[src/rtl/vga_scan_timer.sv]
// vga_scan_timer: XGA-style raster timing generator (x/y beam position, hsync/vsync/blank, retrace pulse, sticky blank interrupt).
// Ports: clk, rst_n (sync, active-low), cli (clear interrupt), enable_interrupt_on_hblank/vblank (interrupt source arms),
//   narrow_960 (blank x >= NARROW_VISIBLE); outputs x, y, hsync, vsync, retrace, blank, interrupt (all registered).
// Optional: define VGA_SCAN_TIMER_NARROW_EN to honour narrow_960; otherwise it is ignored and the active width is H_VISIBLE.
module vga_scan_timer #(
  parameter int H_VISIBLE      = 1024,
  parameter int H_FRONT        = 24,
  parameter int H_SYNC         = 136,
  parameter int H_BACK         = 160,
  parameter int V_VISIBLE      = 768,
  parameter int V_FRONT        = 3,
  parameter int V_SYNC         = 6,
  parameter int V_BACK         = 29,
  parameter int NARROW_VISIBLE = 960,
  parameter bit SYNC_ACTIVE_LOW = 1'b1
) (
  input  logic        clk,
  input  logic        rst_n,
  input  logic        cli,
  input  logic        enable_interrupt_on_hblank,
  input  logic        enable_interrupt_on_vblank,
  input  logic        narrow_960,
  output logic [10:0] x,
  output logic [9:0]  y,
  output logic        hsync,
  output logic        vsync,
  output logic        retrace,
  output logic        blank,
  output logic        interrupt
);
  localparam logic [10:0] H_LAST   = 11'(H_VISIBLE + H_FRONT + H_SYNC + H_BACK - 1);
  localparam logic [10:0] HS_START = 11'(H_VISIBLE + H_FRONT);
  localparam logic [10:0] HS_END   = 11'(H_VISIBLE + H_FRONT + H_SYNC);
  localparam logic [9:0]  V_LAST   = 10'(V_VISIBLE + V_FRONT + V_SYNC + V_BACK - 1);
  localparam logic [9:0]  VS_START = 10'(V_VISIBLE + V_FRONT);
  localparam logic [9:0]  VS_END   = 10'(V_VISIBLE + V_FRONT + V_SYNC);
  localparam logic [9:0]  V_VIS    = 10'(V_VISIBLE);
  logic [10:0] x_q, x_d, active_width;
  logic [9:0]  y_q, y_d;
  logic        hsync_q, hsync_d, vsync_q, vsync_d, blank_q, blank_d;
  logic        retrace_q, retrace_d, irq_q, irq_d, line_end, set_evt;
`ifdef VGA_SCAN_TIMER_NARROW_EN
  assign active_width = narrow_960 ? 11'(NARROW_VISIBLE) : 11'(H_VISIBLE);
`else
  logic unused_narrow;
  assign unused_narrow = narrow_960;
  assign active_width = 11'(H_VISIBLE);
`endif
  // Strobes are derived from the next-state counters so they line up with the x/y registered alongside them.
  always_comb begin
    line_end  = x_q == H_LAST;
    x_d       = line_end ? '0 : x_q + 11'd1;
    y_d       = !line_end ? y_q : (y_q == V_LAST ? '0 : y_q + 10'd1);
    hsync_d   = (x_d >= HS_START && x_d < HS_END) ^ SYNC_ACTIVE_LOW;
    vsync_d   = (y_d >= VS_START && y_d < VS_END) ^ SYNC_ACTIVE_LOW;
    blank_d   = x_d >= active_width || y_d >= V_VIS;
    retrace_d = x_d == H_LAST;
    set_evt   = (enable_interrupt_on_hblank && x_d == active_width && y_d < V_VIS) ||
                (enable_interrupt_on_vblank && x_d == '0 && y_d == V_VIS);
    irq_d     = set_evt || (irq_q && !cli);
  end
  always_ff @(posedge clk) begin
    if (!rst_n) begin
      x_q       <= '0;
      y_q       <= '0;
      hsync_q   <= SYNC_ACTIVE_LOW;
      vsync_q   <= SYNC_ACTIVE_LOW;
      blank_q   <= 1'b0;
      retrace_q <= 1'b0;
      irq_q     <= 1'b0;
    end else begin
      x_q       <= x_d;
      y_q       <= y_d;
      hsync_q   <= hsync_d;
      vsync_q   <= vsync_d;
      blank_q   <= blank_d;
      retrace_q <= retrace_d;
      irq_q     <= irq_d;
    end
  end
  assign x         = x_q;
  assign y         = y_q;
  assign hsync     = hsync_q;
  assign vsync     = vsync_q;
  assign blank     = blank_q;
  assign retrace   = retrace_q;
  assign interrupt = irq_q;
endmodule
[config.mk]
export PLATFORM = sky130hd
export DESIGN_NAME = vga_scan_timer
export DESIGN_NICKNAME = d
export VERILOG_FILES = /design/src/rtl/vga_scan_timer.sv
export SDC_FILE = /design/constraint.sdc
export NUM_CORES = 1
export LEC_CHECK = 0
export ABC_AREA = 1
export BUFFER_PORTS_ARGS = -buffer_cell sky130_fd_sc_hd__buf_2
export CORE_UTILIZATION = 55
export CTS_CLUSTER_SIZE = 40
export DETAILED_ROUTE_END_ITERATION = 8
export HOLD_SLACK_MARGIN = 0.03
export MAX_ROUTING_LAYER = met4
export PLACE_DENSITY = 0.79
export SLEW_MARGIN = 20
export SYNTH_ARGS = -nofsm -noshare
export SYNTH_HDL_FRONTEND = slang
export SYNTH_SLANG_ARGS = --single-unit
[constraint.sdc]
create_clock -name clk -period 2.43 [get_ports clk]
set_clock_uncertainty 0.2 [all_clocks]
set_input_delay 0.486 -clock clk [delete_from_list [all_inputs] [get_ports clk]]
set_output_delay 0.486 -clock clk [all_outputs]
set_load 0.05 [all_outputs]
# Word level (Yosys, flattened, before mapping)
# Index checks and enable logic that the tools add are counted.
[classes] n_eq_ne=5 n_shift=0 multipliers=0 magnitude_cmp=7 n_bitwise=2 div=0 addsub=2 reduce_logical=12 mux=3
[op_table] op="== test 11 bit, second input constant" n=3
[op_table] op=">= comparator 11 bit, second input constant" n=2
[op_table] op="== test 10 bit, second input constant" n=2
[op_table] op=">= comparator 10 bit, second input constant" n=2
[op_table] op="less-than comparator 10 bit, second input constant" n=2
[op_table] op="2-to-1 mux 10 bit" n=2
[op_table] op="adder 11 x 1 -> 11 bit, second input constant" n=1
[op_table] op="zero test 11 bit" n=1
[op_table] op="less-than comparator 11 bit, second input constant" n=1
[op_table] op="2-to-1 mux 11 bit" n=1
[op_table] op="adder 10 x 1 -> 10 bit, second input constant" n=1
[op_table] op="logical AND 1 bit" n=7
[op_table] op="logical OR 1 bit" n=3
[op_table] op="NOT 1 bit" n=2
[op_table] op="zero test 1 bit" n=1
[totals] mem_count=0 mem_bits_ro=0 latch_bits=0 input_bits=6 reg_bits=26 elab_cells=38 mem_bits_rw=0 out_inout_bits=26

# Longest topological paths before layout
[depth] depth_word=7 depth_mapped=13 depth_no_buf=13

# Least setup slack after synthesis
# No wires, ideal clock.
[synth_path] path_kind="reg-to-reg" startpoint="register x_q[1], in the netlist x[1]" endpoint="register irq_q, in the netlist interrupt" path_stages_with_launch=12 path_slack_ns=0.077 setup_ns=0.067 required_ns=2.163 t_arrival_ns=2.086 cell_sequence="dfxtp_1 > ha_1 > nand2_1 > nor2_4 > nand2_4 > nor2_8 > nand3_2 > nand2_1 > nand2_1 > nor3_2 > nand3_1 > a21oi_2"
[synth_between] elab_chain_len=7
[synth_lines] item="start: declaration" line="38" source="logic [10:0] x_q, x_d, active_width;"
[synth_lines] item="start signal: assignment" line="64" source="x_q <= '0;"
[synth_lines] item="start signal: assignment" line="72" source="x_q <= x_d;"
[synth_lines] item="adder 11 x 1 -> 11 bit / == test 11 bit (equally long branches)" line="52, 51"
[synth_lines] item="2-to-1 mux 11 bit" line="52" source="x_d = line_end ? '0 : x_q + 11'd1;"
[synth_lines] item="== test 11 bit / zero test 11 bit (equally long branches)" line="58, 59"
[synth_lines] item="logical AND 1 bit (on tied branches) (2 in series)" line="58, 59"
[synth_lines] item="logical OR 1 bit *" line="58" source="set_evt = (enable_interrupt_on_hblank && x_d == active_width && y_d < V_VIS) ||"
[synth_lines] item="logical OR 1 bit *" line="60" source="irq_d = set_evt || (irq_q && !cli);"
[synth_lines] item="end signal: assignment" line="78" source="irq_q <= irq_d;"
[synth_lines] item="end: declaration" line="41" source="logic retrace_q, retrace_d, irq_q, irq_d, line_end, set_evt;"
# Every way passes the cells marked *; elsewhere a longest branch is shown, timed or not.
# A chain may end at the register's enable or synchronous reset.

# Worst setup path in the final report
[layout_path] startpoint="register x_q[0], in the netlist x[0]" endpoint="register irq_q, in the netlist interrupt"
# The elaborated chain is that of the path after synthesis.

==> run metrics <==
Async SR Flop Fraction 0%; worst relative slew slack 56.2%; cell mode on critical path nand3_1; HP Class input port to register; maximum buffer depth of the clock tree 2; mapped cell area 1660 sq um; clock power share around a third; YS warnings 0; clock latency at the later pin of the worst-skew pair between 0.3 and 0.4 ns; largest net degree at the start of global routing 21; Post-Route WL 3770 microns; maxcap violations 0; Via Count around 1,700; GRT Util Overall 26.5%; core area ~2800 sq um; # setup viols final 0; final non-filler cell total 328; IO Port Bufs 30; CP arrival 2.28 ns; Max VDD drop between 0.3 and 0.4 mV; Distinct cells, synth 26; final hold vios 0; Sink Count 26; RSZ-0062 raised after global routing no; drt drc 6; Placed Cells roughly 320; H-tree Lvls 1; Tcrit/Tclk final 90.4%; Total Die Area 3240 sq um; Hold-fix buffers, CTS 0; fill count 276; Critical Path Sink Type register; Worst-path clk slew 0.16 ns; final slew viol count 0; CP peak stage delay around 0.44 ns; crit start category register; pwr/cell area 381 nW/um^2; wire per inst 11.5 microns; Max Fclk 455 MHz; largest cells by area after synthesis dfxtp_1, nand2_1, nor2_1; nets@finish 309; io pins 32; Gate power share 6.8%; gpl congestion 0.928; sequential power share 60.7%; initial antenna violation count 0; Yosys reg bits 26; antenna viol nets, final 0; Post-synth EDFFs 0; share of the synthesized area in the top cell type 31.4%; HPWL Detailed between 2000 and 3000 microns; multi-input logic area 991 sq um; setup TNS 0 ns; Starting Density 59.1%; P&R area growth vs syn 13.7%; row cnt 19; dominant cell type by area after synthesis dfxtp_1; CTS root buffer clkbuf_4; number of diodes 0; drt initial violations 97; Sw Pwr approximately 180 uW; Req. time, crit path 2.51 ns; count leader, synth nand2_1; gr ovfl total 0; failing checks DRC; Lkg Pwr ~0.0010 uW; top_reg_cell synth dfxtp_1; global-route wire length before repair 6470 microns; Internal 537 uW; Synth Instances 264; Post-CTS Setup Bufs 0; Register Area between 500 and 600 sq um; switching share of power 25.1%; Slew @ Worst Pin around 0.66 ns; layout cell share with drive strength beyond 1 19.2%; register area share after synthesis 31.4%; worst-path cell with the longest stage delay dfxtp_1; Mapped Nets roughly 280; outcome finished, violations left; chip width 56.9 microns; Post-synth top cells nand2_1, nor2_1, inv_1; vias in the first global route 1,461; Setup Crit Path Kind register to register; Die H 56.9 microns; 1st-pass router iterations 7; Vias/cell 5.11; post-layout min period ~2.2 ns; CTS Buf Count 3; Avg Synthesized Cell Area 6.28 sq um; CTS tree yes; Crit Path Max Fanout 10; worst-path cell chain ha_1, nand2_1, nor2_4, nand2_4, nor2_8, nand3_1, nand3_1, nand2_1, nor3_2, nand3_1, a21oi_2
-- power groups by stage --
| stage | clock network, uW | logic [uW] | registers, uW |
|---|---|---|---|
| finish | 233 | 49.0 | 435 |
| global route | 253 | 54.3 | 436 |
| CTS | 232 | 49.4 | 435 |
| detailed placement | 0 | 49.3 | 445 |
| global placement | 0 | 49.2 | 444 |
| floorplan | 0 | 18.8 | 460 |
-- cells by family after synthesis --
family          after synthesis  share of synthesized area [%]
compound gates                6                           2.26
xor+xnor                      4                           2.11
fa+ha+maj                     5                           3.77
buf+inv                      39                           8.90
flops                        26                           31.4
simple gates                184                           51.6
-- flip-flops by register name, summed over array words and instances, names as in the netlist --
signal and cells:
x 11, y 10, blank 1, hsync 1, interrupt 1, retrace 1, vsync 1
-- cell type report --
cell class                 count  area share, %
timing repair buffer          31           8.36
inverter                      37           7.43
clock buffer                   4           1.92
multi-input combinational    199           52.6
sequential                    26           27.7
tap                           31           2.06
-- repair_timing --
action	in CTS	in global routing
endpoints found under the hold margin	0	0
resized for setup	0	1
setup endpoints to repair	0	1
-- worst paths after layout --
kind	from	to	slack (ns)	depth (start not counted)
min reg2reg	x[0]	x[0]	0.31	1
max reg2reg	x[0]	interrupt	0.23	11
min	rst_n	x[3]	0.27	3
max	x[0]	interrupt	0.23	11
-- per-stage QoR --
step	cell area (sq um)	hold slack (ns)	total power [uW]	setup slack [ns]	utilization [%]
after floorplan	1660	0.470	479	0.0769	-
after global placement	1850	0.273	494	0.237	65.9
after detailed placement	1850	0.280	494	0.241	65.9
after CTS	1880	0.269	716	0.204	67.2
after global routing	1890	0.292	744	0.0236	67.2
final	1890	0.268	718	0.234	67.2
-- critical path, delay by kind of cell, from the launching register on --
kind                       cells  cell delay (ns)
AOI/OAI and AO/OA              1             0.12
DFF                            1             0.44
adders and majority gates      1             0.26
and+or+nand+nor                9             1.12
-- metal layers --
metal	track usage, %	routed length [microns]	up-vias
li1	-	-	887
met4	10.1	55	0
met1	38.8	1970	738
met5	-	0	-
met2	37.8	1600	46
met3	2.07	146	6
-- placed cells by master, fill, tap and decap left out --
cell | Yosys | routed
a21oi_1 | 3 | 3
a21oi_2 | 1 | 1
buf_2 | 0 | 30
buf_4 | 0 | 1
clkbuf_4 | 0 | 3
clkbuf_8 | 0 | 1
clkinv_1 | 1 | 1
clkinv_2 | 1 | 1
dfxtp_1 | 26 | 25
dfxtp_2 | 0 | 1
ha_1 | 5 | 5
inv_1 | 33 | 33
inv_2 | 2 | 2
nand2_1 | 85 | 85
nand2_2 | 3 | 3
nand2_4 | 2 | 2
nand3_1 | 25 | 25
nand3_2 | 4 | 4
nand3b_1 | 2 | 2
nand4_1 | 6 | 6
nor2_1 | 46 | 46
nor2_2 | 3 | 3
nor2_4 | 1 | 1
nor2_8 | 2 | 2
nor3_1 | 3 | 3
nor3_2 | 2 | 2
o2111ai_1 | 1 | 1
o21ai_0 | 1 | 1
xnor2_1 | 2 | 2
xor2_1 | 2 | 2
Power figures use the tool's default switching activity.
